### src/rtl/steer_en_ctrl.sv
// steer_en_ctrl: rider-detect and steering-enable controller.
// Registers raw left/right load-cell readings, derives sum/difference
// comparisons with hysteresis, and sequences IDLE -> SETTLE -> STEER, with a
// debounced STEPOFF state so short step-off glitches do not drop steering.
//
// Ports:
//   clk        in   system clock
//   rst        in   asynchronous active-high reset
//   lft_ld     in   left load-cell reading (unsigned, LD_W bits)
//   rght_ld    in   right load-cell reading (unsigned, LD_W bits)
//   en_steer   out  steering enable (STEER or STEPOFF)
//   rider_off  out  no rider detected (IDLE)
//   settling   out  waiting for rider to balance (SETTLE)
//   steer_lost out  one-cycle pulse on the first cycle en_steer is low
module steer_en_ctrl #(
    parameter int unsigned LD_W         = 12,
    parameter int unsigned MIN_RIDER_WT = 12'h200,
    parameter int unsigned HYST         = 12'h40,
    parameter int unsigned SETTLE_CYC   = 65_000_000,
    parameter int unsigned STEPOFF_CYC  = 4
) (
    input  logic            clk,
    input  logic            rst,
    input  logic [LD_W-1:0] lft_ld,
    input  logic [LD_W-1:0] rght_ld,
    output logic            en_steer,
    output logic            rider_off,
    output logic            settling,
    output logic            steer_lost
);

    localparam int unsigned SUM_W   = LD_W + 1;
    localparam int unsigned CNT_MAX = (SETTLE_CYC > STEPOFF_CYC) ? SETTLE_CYC : STEPOFF_CYC;
    localparam int unsigned CNT_W   = $clog2(CNT_MAX + 1);

    localparam logic [SUM_W-1:0] THR_HI       = SUM_W'(MIN_RIDER_WT + HYST);
    localparam logic [SUM_W-1:0] THR_LO       = SUM_W'(MIN_RIDER_WT - HYST);
    localparam logic [CNT_W-1:0] SETTLE_LAST  = CNT_W'(SETTLE_CYC - 1);
    localparam logic [CNT_W-1:0] STEPOFF_LAST = CNT_W'(STEPOFF_CYC - 1);

    typedef enum logic [1:0] {
        S_IDLE    = 2'd0,
        S_SETTLE  = 2'd1,
        S_STEER   = 2'd2,
        S_STEPOFF = 2'd3
    } state_t;

    state_t            state;
    state_t            state_nxt;
    logic [CNT_W-1:0]  cnt;
    logic [CNT_W-1:0]  cnt_nxt;
    logic [LD_W-1:0]   lft_q;
    logic [LD_W-1:0]   rght_q;
    logic              lost_nxt;

    logic [SUM_W-1:0]  sum;
    logic [LD_W-1:0]   diff;
    logic              sum_gt_min;
    logic              sum_lt_min;
    logic              diff_gt_1_4;
    logic              diff_gt_15_16;

    // Load arithmetic on the registered readings
    always_comb begin
        sum           = SUM_W'(lft_q) + SUM_W'(rght_q);
        diff          = (lft_q >= rght_q) ? (lft_q - rght_q) : (rght_q - lft_q);
        sum_gt_min    = sum > THR_HI;
        sum_lt_min    = sum < THR_LO;
        diff_gt_1_4   = SUM_W'(diff) > (sum >> 2);
        diff_gt_15_16 = SUM_W'(diff) > (sum - (sum >> 4));
    end

    // Next-state, shared counter and steer_lost decode
    always_comb begin
        state_nxt = state;
        cnt_nxt   = cnt;
        lost_nxt  = 1'b0;
        case (state)
            S_IDLE: begin
                if (sum_gt_min) begin
                    state_nxt = S_SETTLE;
                    cnt_nxt   = '0;
                end
            end
            S_SETTLE: begin
                if (sum_lt_min) begin
                    state_nxt = S_IDLE;
                end else if (diff_gt_1_4) begin
                    cnt_nxt = '0;
                end else if (cnt == SETTLE_LAST) begin
                    state_nxt = S_STEER;
                end else begin
                    cnt_nxt = cnt + CNT_W'(1);
                end
            end
            S_STEER: begin
                if (sum_lt_min) begin
                    state_nxt = S_IDLE;
                    lost_nxt  = 1'b1;
                end else if (diff_gt_15_16) begin
                    // The triggering STEER cycle counts as the first sample
                    state_nxt = S_STEPOFF;
                    cnt_nxt   = CNT_W'(1);
                end
            end
            S_STEPOFF: begin
                if (sum_lt_min) begin
                    state_nxt = S_IDLE;
                    lost_nxt  = 1'b1;
                end else if (!diff_gt_15_16) begin
                    state_nxt = S_STEER;
                end else if (cnt == STEPOFF_LAST) begin
                    state_nxt = S_SETTLE;
                    cnt_nxt   = '0;
                    lost_nxt  = 1'b1;
                end else begin
                    cnt_nxt = cnt + CNT_W'(1);
                end
            end
            default: begin
                state_nxt = S_IDLE;
                cnt_nxt   = '0;
            end
        endcase
    end

    // State, counter, input capture and registered Moore outputs
    always_ff @(posedge clk or posedge rst) begin
        if (rst) begin
            state      <= S_IDLE;
            cnt        <= '0;
            lft_q      <= '0;
            rght_q     <= '0;
            en_steer   <= 1'b0;
            rider_off  <= 1'b1;
            settling   <= 1'b0;
            steer_lost <= 1'b0;
        end else begin
            state      <= state_nxt;
            cnt        <= cnt_nxt;
            lft_q      <= lft_ld;
            rght_q     <= rght_ld;
            en_steer   <= (state_nxt == S_STEER) || (state_nxt == S_STEPOFF);
            rider_off  <= (state_nxt == S_IDLE);
            settling   <= (state_nxt == S_SETTLE);
            steer_lost <= lost_nxt;
        end
    end

endmodule

### config.mk
export PLATFORM = sky130hd
export DESIGN_NAME = steer_en_ctrl
export DESIGN_NICKNAME = d
export VERILOG_FILES = /design/src/rtl/steer_en_ctrl.sv
export SDC_FILE = /design/constraint.sdc
export NUM_CORES = 1
export LEC_CHECK = 0
export BUFFER_PORTS_ARGS = -buffer_cell sky130_fd_sc_hd__buf_2
export CAP_MARGIN = 20
export CORE_ASPECT_RATIO = 1.2
export CORE_MARGIN = 3
export CORE_UTILIZATION = 50
export CTS_CLUSTER_DIAMETER = 50
export DETAILED_ROUTE_END_ITERATION = 16
export GPL_ROUTABILITY_DRIVEN = 0
export GPL_TIMING_DRIVEN = 1
export PLACE_DENSITY = 0.67
export SYNTH_ARGS = -nofsm -noshare
export SYNTH_HDL_FRONTEND = slang
export SYNTH_SLANG_ARGS = --single-unit
export TNS_END_PERCENT = 100
### constraint.sdc
create_clock -name clk -period 11.1 [get_ports clk]
set_input_delay 0.555 -clock clk [delete_from_list [all_inputs] [get_ports clk]]
set_output_delay 0.555 -clock clk [all_outputs]
set_load 0.05 [all_outputs]
==> metrics.md, run 1 <==
| Metric | Value |
|---|---|
| WL/cell | 15.9 um |
| Crit share post-route | 0.564 |
| HP Class | primary input to flip-flop |
| First-pass GRT wire length | 20.0 mm |
| Iter 0 DRT Violations | 232 |
| Layout fillers | 920 |
| Switch Pwr | 0.352 mW |
| Post-CTS Setup Bufs | 0 |
| Logic pwr share | 0.534 |
| Clk_lat worst skew | 0.30 ns |
| Critical Path AT | 6.44 ns |
| Leading cell type in the layout, fill and taps excluded | ha_1 |
| Post-route ant nets | 0 |
| Cts-stage hold buffer count | 0 |
| Area leader, netlist | dfrtp_1 |
| Worst setup EP type | flip-flop |
| Row count | 39 |
| Unrepaired setup endpoints after global routing | no |
| Core area | 9760 um^2 |
| Max Clock Skew | 0.0136 ns |
| Status | finished clean |
| Worst Hold Launch | rght_ld[1] |
| Number of synthesized flops with an enable pin | 0 |
| Initial antenna violation count | 0 |
| Sw Ratio | 0.411 |
| CP Max Fanout | 28 |
| Post-cts sizing count | 0 |
| WS Path Type | flip-flop to flip-flop |
| Min Tclk post-route | 6.26 ns |
| Leak | 2.60 nW |
| Layout Utilization | 0.565 |
| Largest net degree at the start of global routing | 56 |
| DRT Wirelength | 11.5 mm |
| Req. time, crit path | 11.28 ns |
| Worst R2R End | cnt[14]$_DFFE_PP0P_ |
| Worst Reg-to-Reg Cells | 27 |
| Worst-Margin Slew | 0.709 ns |
| P per Cell Area | 155 nW/um^2 |
| F_max | 160 MHz |
| Slowest CP cell | xor2_1 |
| H-tree depth | 2 |
| CTS tree | built |
| Die area | 11,500 um^2 |
| Pins over their slew limit | 0 |
| Fraction of registers with async set/reset | 1.00 |
| Clock Sinks | 55 |
| Setup violations, final | 0 |
| Power Internal | 0.505 mW |
| Sequential cell area fraction in the yosys report | 0.268 |
| Seq pwr share | 0.255 |
| Max clock buf depth | 2 |
| CP Launch Type | flip-flop |
| Vias | 4,244 |
| Number of stages on the worst hold path | 1 |
| Die height | 117 um |
| Worst r2r src | lft_q[1]$_DFF_PP0_ |
| Slew HR | 0.527 |
| Synthesis-stage register bit count | 55 |
| Fraction of final layout cells sized beyond drive strength 1 | 0.108 |
| Post-synth top area share | 0.263 |
| CTS clk-pin slew, worst paths | 0.07 ns |
| Reg2reg setup slack | 4.84 ns |
| Post-DP HPWL | 8.92 mm |
| Maxcap violations | 0 |
| Peak VDD IR | 91.5 uV |
| Via count of the first global-routing pass | 4,197 |
| Mapped Area | 5140 um^2 |
| Area grow syn2layout | 7.33% |
| Cts bufs inserted | 5 |
| Commonest non-fill, non-tap cells in the layout | ha_1, inv_1, dfrtp_1, nand3_1 |
| Starting Density | 0.527 |
| Setup TNS | 0 ns |
| Die width | 98.6 um |
| Syn avg cell area | 8.86 um^2 |
| Library cells used by synthesis | 71 |
| Synthesized instance count | 580 |
| Antenna fix cells | 0 |
| Hold EP | rght_q[1]$_DFF_PP0_ |
| Top-level I/O count | 30 |
| Port buffer count | 29 |
| Synth Warn # | 0 |
| Grt ovf | 0 |
| Syn Nets | 675 |
| CTS root buf | clkbuf_16 |
| DR pass1 iterations | 5 |
| Final hold vios | 0 |
| Primary FF master, synth | dfrtp_1 |
| Clock group share of total power | 0.210 |
| Area contributors post-synth | dfrtp_1, ha_1, inv_1 |
| Crit path largest cell delay | 0.50 ns |
| Post-DR vias/cell | 5.87 |
| DRC viols | 0 |
| Gr usage total | 0.209 |
| Final net count | 694 |
[sequential cells by signal, summed over array words and instances (netlist names)]
register and cells:
cnt 26, lft_q 12, rght_q 12, en_steer 1
rider_off 1, settling 1, state 1, steer_lost 1
[how the worst max path moves through the flow]
stage,start,end,slack [ns],depth (start not counted)
after floorplan,lft_q[1]$_DFF_PP0_,cnt[10]$_DFFE_PP0P_,5.48,29
after global placement,lft_q[2]$_DFF_PP0_,cnt[14]$_DFFE_PP0P_,5.13,27
after detailed placement,lft_q[1]$_DFF_PP0_,cnt[24]$_DFFE_PP0P_,4.90,27
after CTS,lft_q[1]$_DFF_PP0_,cnt[14]$_DFFE_PP0P_,4.87,27
after global routing,lft_q[1]$_DFF_PP0_,cnt[14]$_DFFE_PP0P_,4.36,27
final,lft_q[1]$_DFF_PP0_,cnt[14]$_DFFE_PP0P_,4.84,27
[Yosys cell counts, drive strengths merged (4+ instances only)]
cell type / count
xnor2: 26
nand2b: 7
o22ai: 7
nand3: 36
buf: 15
a211oi: 7
inv: 64
ha: 65
o21ai: 17
nor2: 33
o31ai: 10
and3: 13
dfrtp: 54
and2: 8
xor2: 13
a31oi: 8
nor2b: 13
a21o: 15
o311ai: 9
fa: 4
nor4: 8
a21oi: 32
a22oi: 11
nand2: 33
mux2i: 4
o21a: 6
o41ai: 4
nand4: 9
[per-layer routing]
layer,GRT usage,wire [um],share of wire,up-vias
li1,-,-,-,2120
met3,0.0261,423,0.037,11
met4,0.0474,140,0.012,0
met2,0.346,5330,0.46,93
met1,0.295,5630,0.49,2020
met5,0,0,0,-
[cell families (layout without fill, tap and decap cells)]
| kind of cell | count (synthesis) | after routing | synth area share |
|---|---|---|---|
| adder cells (fa/ha/maj) | 70 | 70 | 0.176 |
| XOR/XNOR | 41 | 41 | 0.0796 |
| AND/OR/NAND/NOR | 173 | 173 | 0.175 |
| flip-flops | 55 | 55 | 0.268 |
| multiplexers | 5 | 5 | 0.00998 |
| AO/OA/AOI/OAI | 154 | 154 | 0.226 |
| buffers and inverters | 82 | 102 | 0.0657 |
[stage by stage]
stage          std cells  hold WS (ns)  worst slack (ns)  power, mW  cell area [um^2]
2_1_floorplan        580         0.472              5.48      0.588              5140
3_3_place_gp         715         0.529              5.13      0.664              5350
3_5_place_dp         715         0.540              4.90      0.676              5350
4_1_cts              723         0.352              4.87      0.862              5520
5_1_grt              723         0.352              4.36      0.928              5520
6_report             723         0.358              4.84      0.857              5520
[worst max-delay path: cells and delay by family, from the launching register on]
family / cells / cell delay (ns)
AO/OA/AOI/OAI: 13 / 2.88
AND/OR/NAND/NOR: 8 / 1.04
adder cells (fa/ha/maj): 3 / 1.03
XOR/XNOR: 2 / 0.61
flip-flops: 1 / 0.42
buffers and inverters: 1 / 0.13
[cell type report]
type | count | area [um^2] | area share
Multi-Input combinational cell | 443 | 3430 | 0.621
Sequential cell | 55 | 1380 | 0.250
Inverter | 64 | 240 | 0.0435
Tap cell | 123 | 154 | 0.0279
Timing Repair Buffer | 30 | 153 | 0.0277
Clock buffer | 6 | 129 | 0.0234
Clock inverter | 2 | 38.8 | 0.00703
[power by group through the flow]
stage	clock network (mW)	registers (mW)	logic, mW
4_1_cts	0.185	0.219	0.458
3_5_place_dp	0	0.223	0.453
5_1_grt	0.193	0.221	0.515
3_3_place_gp	0	0.222	0.442
6_report	0.180	0.219	0.458
2_1_floorplan	0	0.223	0.365
No activity file was read; power rests on OpenSTA's default activity.
==> run 2, diff against run 1 <==
--- a/config.mk
+++ b/config.mk
@@ -5,6 +5,7 @@
 export SDC_FILE = /design/constraint.sdc
 export NUM_CORES = 1
 export LEC_CHECK = 0
+export ABC_AREA = 1
 export BUFFER_PORTS_ARGS = -buffer_cell sky130_fd_sc_hd__buf_2
 export CAP_MARGIN = 20
 export CORE_ASPECT_RATIO = 1.2
@@ -14,7 +15,7 @@
 export DETAILED_ROUTE_END_ITERATION = 16
 export GPL_ROUTABILITY_DRIVEN = 0
 export GPL_TIMING_DRIVEN = 1
-export PLACE_DENSITY = 0.67
+export PLACE_DENSITY = 0.7
 export SYNTH_ARGS = -nofsm -noshare
 export SYNTH_HDL_FRONTEND = slang
 export SYNTH_SLANG_ARGS = --single-unit
==> constraint.sdc (replaced) <==
create_clock -name clk -period 5.2 [get_ports clk]
set_input_delay 0.26 -clock clk [delete_from_list [all_inputs] [get_ports clk]]
set_output_delay 0.26 -clock clk [all_outputs]
set_load 0.05 [all_outputs]
==> metrics.md, run 2 <==
| Metric | Value |
|---|---|
| Iter 0 DRT Violations | 347 |
| Dominant cell by count in the synthesized netlist | nand2_1 |
| Row count | 44 |
| Worst Reg-to-Reg Cells | 27 |
| Die width | 109 um |
| Largest net degree at the start of global routing | 56 |
| Worst R2R End | cnt[17]$_DFFE_PP0P_ |
| Pins over their slew limit | 0 |
| Area grow syn2layout | 10.3% |
| Most used cell, CP | nand3_1 |
| Die area | 14,000 um^2 |
| DR pass1 iterations | 6 |
| Initial antenna violation count | 1 |
| Final hold vios | 0 |
| Synthesized instance count | 964 |
| Post-place setup slack | 0.105 ns |
| Fraction of final layout cells sized beyond drive strength 1 | 0.122 |
| Core area | 12,200 um^2 |
| DRC viols | 0 |
| Post-synth top area share | 0.214 |
| H-tree depth | 2 |
| Req. time, crit path | 5.44 ns |
| Register bank with the most flops | cnt |
| Vias | 6,083 |
| Layout Utilization | 0.569 |
| Worst-case hold slack | 0.0560 ns |
| CP Launch Type | flip-flop |
| Worst r2r src | rght_q[0]$_DFF_PP0_ |
| Post-layout power | 1.79 mW |
| Post-DP HPWL | 12.6 mm |
| Critical Path AT | 5.10 ns |
| Min Tclk post-route | 4.86 ns |
| CTS tree | built |
| Post-route ant nets | 0 |
| Max clock buf depth | 2 |
| Hold EP | lft_q[3]$_DFF_PP0_ |
| Syn Nets | 1,059 |
| Peak VDD IR | 186 uV |
| Maxcap violations | 0 |
| Cts bufs inserted | 5 |
| Synth Warn # | 0 |
| Leading cell type in the layout, fill and taps excluded | nand2_1 |
| DRT Wirelength | 16.9 mm |
| Final WS setup | 0.343 ns |
| CP Max Fanout | 6 |
| WL/cell | 14.6 um |
| Synthesis-stage register bit count | 55 |
| Number of synthesized flops with an enable pin | 0 |
| Biggest regs | cnt (26), lft_q (12), rght_q (12) |
| Grt ovf | 0 |
| Leak | 3.90 nW |
| Setup violations, final | 0 |
| First-pass GRT wire length | 27.5 mm |
| Post-DR vias/cell | 5.25 |
| Primary FF master, synth | dfrtp_1 |
| Area contributors post-synth | dfrtp_1, nand2_1, ha_1 |
| Number of flip-flops in the largest register | 26 |
| F_max | 206 MHz |
| Mapped Area | 6310 um^2 |
| Top-level I/O count | 30 |
| Port buffer count | 29 |
| Commonest non-fill, non-tap cells in the layout | nand2_1, inv_1, nand3_1, ha_1, dfrtp_1 |
| Worst-Margin Slew | 0.713 ns |
| Die height | 129 um |
| WS Path Type | flip-flop to flip-flop |
| Crit path largest cell delay | 0.43 ns |
| Antenna fix cells | 0 |
| CTS clk-pin slew, worst paths | 0.08 ns |
| Gr usage total | 0.241 |
| Syn avg cell area | 6.54 um^2 |
| Library cells used by synthesis | 48 |
| Cts-stage hold buffer count | 0 |
| Via count of the first global-routing pass | 5,921 |
| Area leader, netlist | dfrtp_1 |
| Crit share post-route | 0.934 |
| Top cells by count, synth | nand2_1, inv_1, nand3_1 |
| Slowest CP cell | dfrtp_1 |
| Worst setup EP type | flip-flop |
| Starting Density | 0.516 |
| Worst Hold Launch | lft_ld[3] |
| Final net count | 1,091 |
| Clock Sinks | 55 |
| Status | finished clean |
| HP Class | primary input to flip-flop |
| Max Clock Skew | 0.00974 ns |
| Fraction of registers with async set/reset | 1.00 |
| P per Cell Area | 257 nW/um^2 |
| Sequential cell area fraction in the yosys report | 0.218 |
| CTS root buf | clkbuf_16 |
| Reg2reg setup slack | 0.34 ns |
| Number of stages on the worst hold path | 1 |
| Slew HR | 0.525 |
| Clk_lat worst skew | 0.31 ns |
==> run 2: cell types whose count changed after synthesis, sizes merged, moves of 12 or more <==
cell	change
nand2	+294
inv	+87
nand3	+83
nor2	+28
xnor2	-19
xor2	+19
a21o	-13
nor2b	-13
and3	-12
==> run 2: worst max path at each step <==
stage / from / endpoint / slack [ns] / depth (start not counted)
6_report: rght_q[0]$_DFF_PP0_ / cnt[17]$_DFFE_PP0P_ / 0.34 / 27
5_1_grt: lft_q[0]$_DFF_PP0_ / cnt[5]$_DFFE_PP0P_ / -0.01 / 27
4_1_cts: rght_q[0]$_DFF_PP0_ / cnt[11]$_DFFE_PP0P_ / 0.08 / 26
3_5_place_dp: rght_q[0]$_DFF_PP0_ / cnt[5]$_DFFE_PP0P_ / 0.11 / 26
3_3_place_gp: lft_q[0]$_DFF_PP0_ / cnt[15]$_DFFE_PP0P_ / 0.25 / 26
2_1_floorplan: lft_q[0]$_DFF_PP0_ / cnt[4]$_DFFE_PP0P_ / 0.65 / 27
==> run 2: per-stage QoR <==
stage | cell area, um^2 | setup TNS (ns) | cells
2_1_floorplan | 6310 | 0 | 964
3_3_place_gp | 6550 | 0 | 1140
3_5_place_dp | 6550 | 0 | 1140
4_1_cts | 6750 | 0 | 1148
5_1_grt | 6950 | -0.0680 | 1158
6_report | 6950 | 0 | 1158
==> run 2: final cells by class <==
cell class | count | area, um^2
well taps | 161 | 201
fillers | 1218 | 5270
multi-input cells | 736 | 4270
clock inverters | 3 | 71.3
flip-flops and latches | 55 | 1380
clock buffers | 5 | 125
repair buffers | 46 | 337
inverters | 152 | 571
==> run 2: repair_timing <==
action	4_1_cts	5_1_grt
buffers inserted	0	4
gates resized for setup	0	14
setup endpoints to repair	0	28
==> run 2: worst max-delay path, delay by kind of cell, from the launching register on <==
family | cells | cell delay, ns
AND/OR/NAND/NOR | 10 | 1.15
buffers and inverters | 4 | 0.45
flip-flops | 1 | 0.43
adder cells (fa/ha/maj) | 5 | 1.45
XOR/XNOR | 2 | 0.28
AO/OA/AOI/OAI | 6 | 1.06
==> run 2: metal layers <==
metal	GRT usage	vias up	part of all wire
li1	-	3129	-
met3	0.0289	40	0.040
met1	0.275	2758	0.41
met4	0.0840	0	0.033
met2	0.459	156	0.52
met5	0	-	0
==> run 2: kinds of logic after synthesis <==
logic type / after synthesis / share of synthesized area
flops: 55 / 0.218
fa+ha+maj: 69 / 0.142
xor+xnor: 39 / 0.0542
buf+inv: 176 / 0.120
mux: 2 / 0.00317
simple gates: 553 / 0.392
compound gates: 70 / 0.0700
==> run 2: power breakdown <==
part / internal (mW) / leakage [nW] / switching [mW]
clock: 0.280 / 0.0959 / 0.184
sequential: 0.443 / 0.698 / 0.0143
combinational: 0.321 / 3.10 / 0.546
==> run 3, diff against run 2 <==
--- a/config.mk
+++ b/config.mk
@@ -15,7 +15,9 @@
 export DETAILED_ROUTE_END_ITERATION = 16
 export GPL_ROUTABILITY_DRIVEN = 0
 export GPL_TIMING_DRIVEN = 1
+export MAX_ROUTING_LAYER = met4
 export PLACE_DENSITY = 0.7
+export RECOVER_POWER = 25
 export SYNTH_ARGS = -nofsm -noshare
 export SYNTH_HDL_FRONTEND = slang
 export SYNTH_SLANG_ARGS = --single-unit
==> metrics.md, run 3 (synthesis gave the netlist of run 2 again) <==
| Metric | Value |
|---|---|
| Status | complete, but fails checks |
| Failing checks | capacitance limit, slew limit |
| Peak VDD IR | 198 uV |
| Max Clock Skew | 0.00756 ns |
| Biggest regs | cnt (26), lft_q (12), rght_q (12) |
| Register bank with the most flops | cnt |
| Die width | 109 um |
| Post-route ant nets | 0 |
| Number of flip-flops in the largest register | 26 |
| Port buffer count | 29 |
| Core area | 12,200 um^2 |
| Top-level I/O count | 30 |
| Worst-Margin Slew | 3.04 ns |
| Commonest non-fill, non-tap cells in the layout | nand2_1, inv_1, nand3_1, ha_1, dfrtp_1 |
| Final hold vios | 0 |
| Die area | 14,000 um^2 |
| CTS clk-pin slew, worst paths | 0.08 ns |
| Crit path largest cell delay | 0.43 ns |
| First-pass GRT wire length | 27.5 mm |
| CTS tree | built |
| WS Path Type | flip-flop to flip-flop |
| Min Tclk post-route | 4.88 ns |
| Fraction of final layout cells sized beyond drive strength 1 | 0.120 |
| Clock Sinks | 55 |
| Row count | 44 |
| Leak | 3.90 nW |
| DRC viols | 0 |
| Via count of the first global-routing pass | 5,912 |
| Slew HR | -1.03 |
| Worst-case hold slack | 0.0559 ns |
| Grt ovf | 0 |
| CTS root buf | clkbuf_16 |
| Area grow syn2layout | 10.2% |
| Starting Density | 0.516 |
| Delay-heaviest family, CP | adder cells |
| Cts-stage hold buffer count | 0 |
| WL/cell | 14.6 um |
| HP Class | primary input to flip-flop |
| Iter 0 DRT Violations | 350 |
| Post-DR vias/cell | 5.22 |
| Maxcap violations | 1 |
| Post-layout power | 1.79 mW |
| Leading cell type in the layout, fill and taps excluded | nand2_1 |
| F_max | 205 MHz |
| Setup violations, final | 0 |
| Gr usage total | 0.249 |
| Die height | 129 um |
| Clk_lat worst skew | 0.30 ns |
| CP Max Fanout | 6 |
| Worst setup EP type | flip-flop |
| Max clock buf depth | 2 |
| Cts bufs inserted | 5 |
| Post-DP HPWL | 12.6 mm |
| CP Launch Type | flip-flop |
| H-tree depth | 2 |
| Req. time, crit path | 5.44 ns |
| Slowest CP cell | dfrtp_1 |
| DRT Wirelength | 16.9 mm |
| Vias | 6,053 |
| Critical Path AT | 5.12 ns |
| CP bufs+invs | 4 |
| Largest net degree at the start of global routing | 56 |
| DR pass1 iterations | 5 |
| Final net count | 1,091 |
| Most used cell, CP | nand3_1 |
| Initial antenna violation count | 1 |
| P per Cell Area | 257 nW/um^2 |
| Layout fillers | 1,218 |
| Pins over their slew limit | 56 |
| Crit share post-route | 0.938 |
run 3: cell count changes in the layout (fill, tap and decap cells not counted):
cell and change:
buf_4 -1, clkbuf_1 +1, diode_2 +1, inv_1 +1
inv_2 -1
run 3: through the flow:
stage / cell area, um^2 / setup slack, ns / instances / TNS, ns / utilization
CTS: 6750 / 0.0791 / 1148 / 0 / 0.552
finish: 6950 / 0.322 / 1159 / 0 / 0.569
global route: 6950 / -0.00944 / 1159 / -0.0529 / 0.569
detailed placement: 6550 / 0.105 / 1140 / 0 / 0.536
global placement: 6550 / 0.251 / 1140 / 0 / 0.536
floorplan: 6310 / 0.651 / 964 / 0 / -
run 3: power by group:
part           switching [mW]  internal [mW]
sequential             0.0143          0.443
combinational           0.545          0.320
clock                   0.184          0.280
total                   0.744           1.04
run 3: cell type report:
class / count / area (um^2) / area share
tap: 161 / 201 / 0.0290
multi-input combinational: 736 / 4270 / 0.614
inverter: 152 / 571 / 0.0821
antenna: 1 / 2.50 / 0.000360
sequential: 55 / 1380 / 0.198
clock buffer: 5 / 125 / 0.0180
timing repair buffer: 46 / 333 / 0.0479
clock inverter: 3 / 71.3 / 0.0103
run 3: path summary, 6_finish.rpt:
| kind | startpoint | end | depth (start not counted) | slack (ns) |
|---|---|---|---|---|
| worst max-delay path | rght_q[0]$_DFF_PP0_ | cnt[17]$_DFFE_PP0P_ | 27 | 0.32 |
| worst min-delay path | lft_ld[3] | lft_q[3]$_DFF_PP0_ | 1 | 0.06 |
| worst max register to register | rght_q[0]$_DFF_PP0_ | cnt[17]$_DFFE_PP0P_ | 27 | 0.32 |
| worst min register to register | cnt[1]$_DFFE_PP0P_ | cnt[1]$_DFFE_PP0P_ | 2 | 0.54 |
| max in group asynchronous | rst | settling$_DFF_PP0_ | 3 | 2.39 |
| min in group asynchronous | rst | rght_q[11]$_DFF_PP0_ | 3 | 1.11 |
run 3: what timing repair did:
action | 4_1_cts | 5_1_grt
gates resized for setup | 0 | 14
setup endpoints to repair | 0 | 28
buffers inserted | 0 | 4
run 3: metal layers:
layer | global-route usage | wire [um] | share of wire
met5 | - | 0 | 0
met4 | 0.0840 | 522 | 0.031
met3 | 0.0289 | 626 | 0.037
met2 | 0.456 | 8730 | 0.52
met1 | 0.277 | 7000 | 0.41
run 3: worst register-to-register path: cells and delay by family (launching register included):
kind | cells | cell delay [ns]
AOI/OAI and AO/OA | 6 | 1.06
DFF | 1 | 0.43
and+or+nand+nor | 10 | 1.16
xor gates and xnor gates | 2 | 0.28
adders and majority gates | 5 | 1.46
buffers and inverters | 4 | 0.45
